==> config.mk <==
export PLATFORM = sky130hd
export DESIGN_NAME = pipeline_ctrl
export DESIGN_NICKNAME = d
export VERILOG_FILES = /design/src/rtl/pipe_ctrl_pkg.sv /design/src/rtl/hazard_detect.sv /design/src/rtl/pipeline_ctrl.sv
export SDC_FILE = /design/constraint.sdc
export NUM_CORES = 1
export LEC_CHECK = 0
export BUFFER_PORTS_ARGS = -buffer_cell sky130_fd_sc_hd__buf_2
export CAP_MARGIN = 20
export CELL_PAD_IN_SITES_DETAIL_PLACEMENT = 1
export CELL_PAD_IN_SITES_GLOBAL_PLACEMENT = 1
export CORE_MARGIN = 1
export CORE_UTILIZATION = 37
export DETAILED_ROUTE_END_ITERATION = 12
export PLACE_DENSITY_LB_ADDON = 0.1
export SLEW_MARGIN = 30
export SYNTH_ARGS = -nofsm -noshare
export SYNTH_HDL_FRONTEND = slang
export SYNTH_SLANG_ARGS = --single-unit
export TNS_END_PERCENT = 5
==> constraint.sdc <==
create_clock -name clk -period 3.8 [get_ports clk]
set_input_delay 0.76 -clock clk [delete_from_list [all_inputs] [get_ports clk]]
set_output_delay 0.76 -clock clk [all_outputs]
set_load 0.005 [all_outputs]
==> src/rtl/pipe_ctrl_pkg.sv <==
// Shared types and widths for the pipeline sequencer.
//   state_e  : sequencer state encoding
//   RegIdxW  : register-index width (8 architectural registers)
//   CntW     : width of the flush/drain down-counter
package pipe_ctrl_pkg;

  localparam int unsigned RegIdxW = 3;
  localparam int unsigned CntW    = 3;

  typedef enum logic [2:0] {
    StFill,
    StRun,
    StMemWait,
    StFlush,
    StDrain,
    StHalted
  } state_e;

endpackage

==> src/rtl/hazard_detect.sv <==
// Combinational load-use comparator: flags when the instruction in decode reads a register that
// the load currently in execute has not yet written.
//   ex_load               : execute holds a memory read
//   ex_rd                 : destination of the execute instruction
//   id_rs1, id_rs2        : decode source registers
//   id_rs1_used/rs2_used  : the corresponding source is actually read
//   hazard                : decode must wait one cycle
module hazard_detect
  import pipe_ctrl_pkg::*;
(
  input  logic               ex_load,
  input  logic [RegIdxW-1:0] ex_rd,
  input  logic [RegIdxW-1:0] id_rs1,
  input  logic [RegIdxW-1:0] id_rs2,
  input  logic               id_rs1_used,
  input  logic               id_rs2_used,
  output logic               hazard
);

  assign hazard = ex_load && ((id_rs1_used && (id_rs1 == ex_rd)) ||
                              (id_rs2_used && (id_rs2 == ex_rd)));

endmodule

==> src/rtl/pipeline_ctrl.sv <==
// Pipeline sequencer: drives fetch/decode/execute enables and bubble controls, resolving
// memory back-pressure, taken branches, load-use hazards and halt requests by fixed priority.
//   clk, rst_n                     : clock, asynchronous active-low reset
//   mem_busy, br_taken             : back-pressure, taken-branch pulse
//   ex_load, ex_rd, id_rs*         : load-use hazard inputs
//   halt_req, resume               : halt level request, resume pulse
//   fetch_en, decode_en, exec_en   : stage register enables
//   fetch_bubble, decode_bubble    : invalidate decode input / zero execute controls
//   pc_redirect, halted            : branch target select, core stopped
// Optional: define PIPE_CTRL_PERF_EN to add saturating stall_cnt and flush_cnt outputs.
module pipeline_ctrl
  import pipe_ctrl_pkg::*;
#(
  parameter int unsigned FLUSH_CYCLES = 2,
  parameter int unsigned DRAIN_CYCLES = 3
) (
  input  logic               clk,
  input  logic               rst_n,
  input  logic               mem_busy,
  input  logic               br_taken,
  input  logic               ex_load,
  input  logic [RegIdxW-1:0] ex_rd,
  input  logic [RegIdxW-1:0] id_rs1,
  input  logic [RegIdxW-1:0] id_rs2,
  input  logic               id_rs1_used,
  input  logic               id_rs2_used,
  input  logic               halt_req,
  input  logic               resume,
  output logic               fetch_en,
  output logic               decode_en,
  output logic               exec_en,
  output logic               fetch_bubble,
  output logic               decode_bubble,
  output logic               pc_redirect,
  output logic               halted
`ifdef PIPE_CTRL_PERF_EN
  ,
  output logic [15:0]        stall_cnt,
  output logic [15:0]        flush_cnt
`endif
);

  // The redirect/halt cycle itself is the first bubble, so the counter covers the remainder.
  localparam logic [CntW-1:0] FlushLoad = CntW'(FLUSH_CYCLES - 1);
  localparam logic [CntW-1:0] DrainLoad = CntW'(DRAIN_CYCLES - 1);

  state_e          state_q, state_d;
  logic [CntW-1:0] cnt_q, cnt_d;
  logic            br_pend_q, br_pend_d;
  logic            hazard;
  logic            br_eff;

  hazard_detect u_hazard_detect (
    .ex_load     (ex_load),
    .ex_rd       (ex_rd),
    .id_rs1      (id_rs1),
    .id_rs2      (id_rs2),
    .id_rs1_used (id_rs1_used),
    .id_rs2_used (id_rs2_used),
    .hazard      (hazard)
  );

  // A branch that arrived during a freeze is replayed on the first unfrozen cycle.
  assign br_eff = br_taken || br_pend_q;

  always_ff @(posedge clk or negedge rst_n) begin
    if (!rst_n) begin
      state_q   <= StFill;
      cnt_q     <= '0;
      br_pend_q <= 1'b0;
    end else begin
      state_q   <= state_d;
      cnt_q     <= cnt_d;
      br_pend_q <= br_pend_d;
    end
  end

  always_comb begin
    state_d   = state_q;
    cnt_d     = cnt_q;
    br_pend_d = br_pend_q;
    unique case (state_q)
      StFill: state_d = StRun;
      StRun, StMemWait: begin
        if (mem_busy) begin
          state_d = StMemWait;
          if (br_taken) br_pend_d = 1'b1;
        end else if (br_eff) begin
          br_pend_d = 1'b0;
          cnt_d     = FlushLoad;
          state_d   = (FlushLoad == '0) ? StRun : StFlush;
        end else if (hazard) begin
          state_d = StRun;
        end else if (halt_req) begin
          cnt_d   = DrainLoad;
          state_d = (DrainLoad == '0) ? StHalted : StDrain;
        end else begin
          state_d = StRun;
        end
      end
      StFlush: begin
        if (mem_busy) begin
          if (br_taken) br_pend_d = 1'b1;
        end else if (br_eff) begin
          br_pend_d = 1'b0;
          cnt_d     = FlushLoad;
        end else if (cnt_q <= CntW'(1)) begin
          cnt_d   = '0;
          state_d = StRun;
        end else begin
          cnt_d = cnt_q - CntW'(1);
        end
      end
      StDrain: begin
        if (!mem_busy) begin
          if (cnt_q <= CntW'(1)) begin
            cnt_d   = '0;
            state_d = StHalted;
          end else begin
            cnt_d = cnt_q - CntW'(1);
          end
        end
      end
      StHalted: if (resume) state_d = StFill;
      default: state_d = StFill;
    endcase
  end

  always_comb begin
    fetch_en      = 1'b0;
    decode_en     = 1'b0;
    exec_en       = 1'b0;
    fetch_bubble  = 1'b0;
    decode_bubble = 1'b0;
    pc_redirect   = 1'b0;
    halted        = 1'b0;
    if (!rst_n) begin
      // Outputs must reach reset values without waiting for a clock.
      fetch_bubble  = 1'b1;
      decode_bubble = 1'b1;
    end else begin
      unique case (state_q)
        StFill: begin
          {fetch_en, decode_en, exec_en}  = 3'b111;
          {fetch_bubble, decode_bubble}   = 2'b11;
        end
        StRun, StMemWait: begin
          if (mem_busy) begin
            // Full freeze: all defaults.
          end else if (br_eff) begin
            {fetch_en, decode_en, exec_en} = 3'b111;
            {fetch_bubble, decode_bubble}  = 2'b11;
            pc_redirect                    = 1'b1;
          end else if (hazard) begin
            exec_en       = 1'b1;
            decode_bubble = 1'b1;
          end else if (halt_req) begin
            decode_en    = 1'b1;
            exec_en      = 1'b1;
            fetch_bubble = 1'b1;
          end else begin
            {fetch_en, decode_en, exec_en} = 3'b111;
          end
        end
        StFlush: begin
          if (!mem_busy) begin
            {fetch_en, decode_en, exec_en} = 3'b111;
            {fetch_bubble, decode_bubble}  = 2'b11;
            pc_redirect                    = br_eff;
          end
        end
        StDrain: begin
          if (!mem_busy) begin
            decode_en    = 1'b1;
            exec_en      = 1'b1;
            fetch_bubble = 1'b1;
          end
        end
        StHalted: halted = 1'b1;
        default: ;
      endcase
    end
  end

`ifdef PIPE_CTRL_PERF_EN
  always_ff @(posedge clk or negedge rst_n) begin
    if (!rst_n) begin
      stall_cnt <= '0;
      flush_cnt <= '0;
    end else begin
      if (!fetch_en && (state_q != StHalted) && (stall_cnt != 16'hFFFF)) begin
        stall_cnt <= stall_cnt + 16'd1;
      end
      if (pc_redirect && (flush_cnt != 16'hFFFF)) begin
        flush_cnt <= flush_cnt + 16'd1;
      end
    end
  end
`endif

endmodule

# Word level (Yosys, flattened, before mapping)
# Cells that the tools add are included.
dict set report op_classes {
  n_addsub 1
  n_mul 0
  div 0
  magnitude_cmp 1
  eq_ne 17
  n_shift 0
  n_mux 55
  bitwise 0
  reduce_logical 15
}
# op n
set ops {}
lappend ops {{$mux 3} 18}
lappend ops {{$mux 1} 29}
lappend ops {{$pmux 3 s5} 1}
lappend ops {{$ne 2x2->1 const B} 7}
lappend ops {{$pmux 1 s3} 4}
lappend ops {{$reduce_and 6->1} 2}
lappend ops {{$pmux 3 s3} 1}
lappend ops {{$eq 3x2->1 const B} 2}
lappend ops {{$eq 3x3->1} 2}
lappend ops {{$eq 3x3->1 const B} 2}
lappend ops {{$ne 3x3->1 const B} 2}
lappend ops {{$pmux 1 s2} 2}
lappend ops {{$reduce_or 2->1} 2}
lappend ops {{$reduce_or 4->1} 1}
lappend ops {{$eq 3x1->1 const B} 1}
lappend ops {{$le 3x1->1 const B} 1}
lappend ops {{$logic_and 1x1->1} 3}
lappend ops {{$logic_not 3->1} 1}
lappend ops {{$reduce_and 3->1} 1}
lappend ops {{$reduce_bool 3->1} 1}
lappend ops {{$reduce_or 3->1} 1}
lappend ops {{$sub 3x1->3 const B} 1}
lappend ops {{$logic_or 1x1->1} 2}
lappend ops {{$ne 2x1->1 const B} 1}
lappend ops {{$reduce_bool 2->1} 1}
dict set report word_totals {
  register_bits 7
  latchBits 0
  ramBits 0
  romBits 0
  input_bits 18
  out_inout_bits 7
  n_memories 0
}

# Logic depth before layout (Yosys ltp)
# Gate-level depths: netlist (run 1).
dict set report logic_depth {
  ltp_word 9
  ltp_mapped 7
}

# Cells and area by module
# Synthesis (run 1) repeated with hierarchy kept, for this count alone.
dict set report hier_totals {
  hier_cells 95
  area_unflattened_um2 774.5
}
# mod instances cells_each area_each_um2
set by_module_without_submodules {}
lappend by_module_without_submodules {pipeline_ctrl 1 86 701.9}
lappend by_module_without_submodules {hazard_detect 1 9 72.6}

# Worst setup path before layout (run 1)
# No wires, ideal clock.
dict set report synth_path {
  path_type {input-to-output}
  start {in ex_rd[1]}
  end {out fetch_bubble}
  arrival_ns 1.639
  path_slack_ns 1.401
  path_stages 5
  cell_sequence {xnor2_1 > nand4_1 > a21boi_1 > o21ai_0 > a21o_1}
}
dict set report synth_via {
  elab_chain_cells 9
  word_cells_on_any_way 11
  cone_classes {eq/ne (2); mux (5); reduce/logical (4)}
}
# element line_no
set synth_lines {}
lappend synth_lines {{from (decl)} pipeline_ctrl.sv:22} ;# input logic [RegIdxW-1:0] ex_rd,
lappend synth_lines {{$eq 3x3->1, on equally long branches} {hazard_detect.sv:20, hazard_detect.sv:21}}
lappend synth_lines {{$logic_and 1x1->1, on equally long branches} {hazard_detect.sv:20, hazard_detect.sv:21}}
lappend synth_lines {{$logic_or 1x1->1 (*)} hazard_detect.sv:20} ;# assign hazard = ex_load && ((id_rs1_used && (id_rs1 == ex_rd)) ||
lappend synth_lines {{$logic_and 1x1->1 (*)} hazard_detect.sv:20}
lappend synth_lines {{$mux 1 (*)} pipeline_ctrl.sv:154} ;# end else if (hazard) begin
lappend synth_lines {{$mux 1 (*)} pipeline_ctrl.sv:150} ;# end else if (br_eff) begin
lappend synth_lines {{$mux 1 (*)} pipeline_ctrl.sv:148} ;# if (mem_busy) begin
lappend synth_lines {{$pmux 1 s3 (*)} pipeline_ctrl.sv:142} ;# unique case (state_q)
lappend synth_lines {{$mux 1 (*)} pipeline_ctrl.sv:137} ;# if (!rst_n) begin
lappend synth_lines {{to (decl)} pipeline_ctrl.sv:32} ;# output logic fetch_bubble,
# Every way passes the cells marked *; elsewhere a longest branch is shown, timed or not.

# Worst setup path after layout (run 1)
dict set report layout_path {
  start {in ex_rd[0]}
  end {out fetch_bubble}
}
# The elaborated chain is that of the path after synthesis.

==> results.json, run 1 <==
{
  "fin_setup_tns_ns": 0,
  "fmax_mhz": 351.0,
  "rows": 15,
  "place_congestion": 0.7786,
  "p_total_w": 0.0003028,
  "finalWirelength_um": 2274,
  "cts_hold_buf": 0,
  "slew_headroom_pct": 65.35,
  "synth_top_area_share_pct": 23.18,
  "syn_nets": 121,
  "wire_per_inst_um": 15.36,
  "via_per_inst": 5.662,
  "cp.required_ns": 3.04,
  "port_buffers": 24,
  "num_vias": 838,
  "yosysSeqAreaShare_pct": 23.18,
  "dpl.hpwl_um": 1803,
  "path_clk_slew_ns": 0.05,
  "cts_root_buffer": "clkbuf_4",
  "dieArea_sq_mm": 0.002227,
  "grt_pass1_wl_um": 3588,
  "fin_skew_ns": 0.001756,
  "r2r_setup_slack_ns": 1.81,
  "initial_core_util_pct": 41.51,
  "insertion_delay_ns": 0.26,
  "rsz0062_at_grt": "no",
  "synth_xor_area_share_pct": 8.113,
  "grt_max_degree": 15,
  "worst_pin_slew_ns": 0.5186,
  "htreeDepth": 1,
  "drv_cap": 0,
  "fillers": 246,
  "startpoint_type": "input port",
  "period_share_pct": 74.97,
  "cts_tree": "built",
  "drtAntennaViolNets": 0,
  "period_minus_slack_ns": 2.849,
  "area_growth_pct": 19.37,
  "synth_top_family_by_area": "compound AO/OA/AOI/OAI gates",
  "hold_ws_ns": 0.3720,
  "die_w_um": 47.20,
  "critPathKind": "input port to primary output",
  "insertedDiodeCount": 0,
  "postLayoutCoreUtil_pct": 49.55,
  "yosys_warnings": 0,
  "syn_area_sq_um": 755.7,
  "cts_sinks": 7,
  "ys_seq_elements": 7,
  "die_h_um": 47.20,
  "ioPinCount": 25,
  "core_sq_mm": 0.001821,
  "irDropWorstVdd_uv": 234.2,
  "grt-ovfl-total": 0,
  "synth-simple-area-share_pct": 20.36,
  "setup_viol": 0,
  "status": "finished, final reports clean",
  "ys_async_sr_fraction_pct": 100.0,
  "p_leak_nw": 0.4173,
  "maxSlewViolCount": 0,
  "critPathCaptureType": "primary output",
  "cp_max_fo": 7,
  "antenna_found_initial": 0,
  "synth_cell_type_count": 38,
  "ys.flop_type": "dfrtp_1",
  "avgSynthCellArea_sq_um": 7.482,
  "powerDensity_mw_per_mm2": 335.7,
  "synthCells": 101,
  "drt_iter0_markers": 7,
  "drive_above_1_share_pct": 26.83,
  "synth_compound_area_share_pct": 34.27,
  "synthTopCellsByArea": "dfrtp_1, xnor2_1, a21oi_1",
  "hp-class": "input port to asynchronous set/reset pin",
  "firstDrtPassIters": 3,
  "synth_area_leader_cell": "dfrtp_1",
  "drc": 0,
  "post_cts_resized": 0,
  "grt_pass1_vias": 816,
  "muxShareOfSynthArea_pct": 2.649,
  "cts_buffers": 3,
  "placedCellCount": 144,
  "stdcell_count": 148,
  "layout.nets": 144,
  "synthAdderAreaFrac_pct": 3.311,
  "grt_usage_pct": 23.84,
  "hold_viol": 0,
  "postCtsSetupBuffers": 0,
  "critPathArrivalTime_ns": 2.09,
  "synth_edf_count": 0,
  "cts_buffer_depth": 2
}
-- cell type report --
type                            instances  area [sq um]  area share (%)
Sequential cell                         7         175.2           19.42
Multi-Input combinational cell         80         519.2           57.56
Timing Repair Buffer                   24         120.1           13.31
Inverter                                8         30.03           3.329
Tap cell                               25         31.28           3.467
Clock buffer                            4         26.28           2.913
-- cells in the mapped netlist, drive strengths merged (2+ instances only) --
cell type  instances
a21oi             11
o21ai             10
inv                8
dfrtp              7
nand2              7
xnor2              6
nor2               5
a31oi              4
buf                4
or2                4
nand3              3
nor3               3
o31ai              3
a2bb2oi            2
and3               2
clkbuf             2
ha                 2
mux2i              2
nand4              2
o21bai             2
-- power by group --
group | switching (W) | total, W | internal (W) | leakage, nW
clock | 0.0000297 | 0.0000700 | 0.0000402 | 0.0150
sequential | 0.0000198 | 0.000103 | 0.0000829 | 0.0821
combinational | 0.0000715 | 0.000130 | 0.0000587 | 0.320
total | 0.000121 | 0.000303 | 0.000182 | 0.417
-- worst max-delay path, cell delays in order --
cell and delay (ns):
buf_2 0.12, xnor2_1 0.19, nand4_1 0.12, a21boi_1 0.43, o21ai_0 0.16, a21o_1 0.20
buf_2 0.12
-- cell families after synthesis --
family	Yosys count
and+or+nand+nor	29
DFF	7
AOI/OAI and AO/OA	40
adders and majority gates	2
muxes	2
buffers and inverters	14
xor gates and xnor gates	7
-- per-stage QoR --
| step | cell area [sq um] | setup WS (ns) |
|---|---|---|
| floorplan | 755.7 | 1.401 |
| global placement | 875.8 | 1.060 |
| detailed placement | 875.8 | 0.9341 |
| CTS | 902.1 | 0.9326 |
| global route | 902.1 | 0.8311 |
| finish | 902.1 | 0.9512 |
-- worst paths after layout --
kind,from,endpoint,cells after the start
hold / removal,rst_n,state_q[2],1
hold reg to reg,cnt_q[2],cnt_q[2],1
setup / recovery,ex_rd[0],fetch_bubble,7
max in group asynchronous,rst_n,cnt_q[2],1
min in group clk,cnt_q[2],cnt_q[2],1
setup reg to reg,state_q[1],cnt_q[2],5
-- routing by layer --
layer | track usage, % | share of wire, % | vias up
met5 | 0 | 0 | -
met4 | 6.286 | 1.5 | 0
met3 | 9.231 | 4.0 | 6
met2 | 43.06 | 50 | 20
met1 | 25.92 | 44 | 403
li1 | - | - | 409
-- flip-flops by register name, summed over array words and instances, names as in the netlist --
signal,cells
state_q,3
cnt_q,3
br_pend_q,1
-- cell usage in the layout, fill, tap and decap left out, types with 2 or more instances in the layout --
cell | Yosys | layout
o21ai_0 | 9 | 9
clkbuf_4 | 0 | 3
mux2i_1 | 2 | 2
a21oi_1 | 9 | 9
nand4_1 | 2 | 2
o21bai_1 | 2 | 2
buf_2 | 1 | 24
nand2_1 | 7 | 7
ha_1 | 2 | 2
nor2_1 | 5 | 5
o31ai_1 | 3 | 3
a21oi_2 | 2 | 2
dfrtp_1 | 7 | 7
a2bb2oi_1 | 2 | 2
or2_2 | 3 | 3
inv_1 | 8 | 8
nand3_1 | 3 | 3
a31oi_1 | 4 | 4
nor3_1 | 3 | 3
xnor2_1 | 6 | 6
No activity file was read; power rests on OpenSTA's default activity.
==> inputs of run 2 (changes only) <==
Settings changed: CORE_UTILIZATION 37 to 31.
Clock period 3.8 ns to 2.6 ns, I/O delays scaled along.
==> run 2 against run 1 <==
Net effect: worst hold slack got worse by 0.24 ns; non-clock buffer count is 3 higher; cell count is 4.1% higher; critical endpoint is now decode_en; largest power group unchanged; highest routed layer unchanged.
==> results.json, run 2 (synthesis results as in run 1) <==
{
  "top_regs": "cnt_q (3), state_q (3), br_pend_q (1)",
  "p_total_w": 0.0004490,
  "critPathArrivalTime_ns": 1.72,
  "post_cts_resized": 0,
  "rows": 17,
  "powerDensity_mw_per_mm2": 483.6,
  "grt-ovfl-total": 0,
  "grt_usage_pct": 18.67,
  "cp_max_fo": 13,
  "worst_pin_slew_ns": 0.4307,
  "grt_busiest_layer": "met2",
  "die_w_um": 51.38,
  "rsz0062_at_grt": "no",
  "fin_skew_ns": 0.0006146,
  "final_common_cell": "buf_2",
  "cts_buffers": 3,
  "place_congestion": 0.7204,
  "insertedDiodeCount": 0,
  "drtAntennaViolNets": 0,
  "drt_iter0_markers": 10,
  "cts_sinks": 7,
  "multi_input_area_sq_um": 519.2,
  "dpl.hpwl_um": 1780,
  "wire_per_inst_um": 14.77,
  "critPathKind": "register to primary output",
  "clockPowerShare_pct": 23.4,
  "antenna_found_initial": 0,
  "drc": 0,
  "finalWirelength_um": 2275,
  "setup_viol": 0,
  "cts_buffer_depth": 2,
  "postCtsSetupBuffers": 0,
  "intPower_w": 0.0002708,
  "via_per_inst": 5.695,
  "status": "finished, final reports clean",
  "layout_common_cells": "buf_2, o21ai_0, a21oi_1",
  "drive_above_1_share_pct": 28.57,
  "power_frac_seq_pct": 32.3,
  "p_comb_share_pct": 44.3,
  "num_vias": 877,
  "fmax_mhz": 446.1,
  "hp-class": "input port to asynchronous set/reset pin",
  "insertion_delay_ns": 0.26,
  "seqCellArea_sq_um": 175.2,
  "grtUsageMet3_pct": 3.571,
  "cp.required_ns": 2.08,
  "area_growth_pct": 22.85,
  "cts_root_buffer": "clkbuf_4",
  "grt_pass1_vias": 804,
  "grt_pass1_wl_um": 3581,
  "switching_share_pct": 39.68,
  "layout.nets": 147,
  "startpoint_type": "register",
  "cts_tree": "built",
  "cts_hold_buf": 0,
  "hold_viol": 0,
  "fin_setup_tns_ns": 0,
  "drv_cap": 0,
  "core_sq_mm": 0.002255,
  "p_sw_w": 0.0001782,
  "period_share_pct": 86.22,
  "htreeDepth": 1,
  "irDropWorstVdd_uv": 282.4,
  "slew_headroom_pct": 71.07,
  "port_buffers": 24,
  "critPathCaptureType": "primary output",
  "p_leak_nw": 0.4319,
  "maxSlewViolCount": 0,
  "die_h_um": 51.38,
  "period_minus_slack_ns": 2.242,
  "ioPinCount": 25,
  "firstDrtPassIters": 4,
  "dieArea_sq_mm": 0.002639,
  "grt_max_degree": 14,
  "fillers": 313,
  "initial_core_util_pct": 33.52,
  "globalRouteMet1Util_pct": 23.56,
  "path_clk_slew_ns": 0.06,
  "grt_use_met2_pct": 29.22
}
## run 2: changes by cell type in the layout (fill, tap and decap cells not counted), sizes merged
cell,change
buf,+3
## run 2: final timing paths
path / start / end / slack (ns) / cells past startpoint
worst max-delay path: state_q[0] / decode_en / 0.36 / 5
worst min-delay path: rst_n / state_q[2] / 0.14 / 1
worst max register to register: state_q[2] / cnt_q[2] / 0.69 / 5
worst min register to register: cnt_q[2] / cnt_q[2] / 0.53 / 1
max in group asynchronous: rst_n / state_q[0] / 2.24 / 1
min in group clk: cnt_q[2] / cnt_q[2] / 0.53 / 1
## run 2: metrics by stage
step | setup slack (ns) | area, sq um | hold WS [ns] | cells | utilization [%]
final | 0.3583 | 928.4 | 0.1354 | 154 | 41.18
after global routing | 0.2150 | 928.4 | 0.1375 | 154 | 41.18
after CTS | 0.3377 | 928.4 | 0.1353 | 154 | 41.18
after detailed placement | 0.4126 | 902.1 | 0.4126 | 150 | 40.01
after global placement | 0.4676 | 902.1 | 0.4074 | 150 | 40.01
after floorplan | 0.6815 | 755.7 | 0.2244 | 101 | -
## run 2: final cells by class
class / instances / area share [%]
multi-input combinational: 80 / 55.93
sequential: 7 / 18.87
timing repair buffer: 27 / 15.36
tap: 28 / 3.774
inverter: 8 / 3.235
clock buffer: 4 / 2.830
## run 2: per-layer routing
layer | vias to the layer above | routed length (um)
li1 | 416 | -
met2 | 29 | 966
met1 | 428 | 1134
met5 | - | 0
met4 | 0 | 44
met3 | 4 | 130
## run 2: critical path, stage by stage, from the launching register on
cell,delay (ns)
dfrtp_1,0.52
or2_2,0.38
a21oi_1,0.16
o21ai_0,0.12
a31oi_1,0.16
buf_2,0.13
## run 2: power groups by stage
stage          sequential [W]  combinational [W]  clock (W)
2_1_floorplan        0.000132           0.000146          0
6_report             0.000145           0.000199   0.000105
3_3_place_gp         0.000145           0.000195          0
4_1_cts              0.000144           0.000202   0.000108
5_1_grt              0.000147           0.000224   0.000117
3_5_place_dp         0.000146           0.000201          0
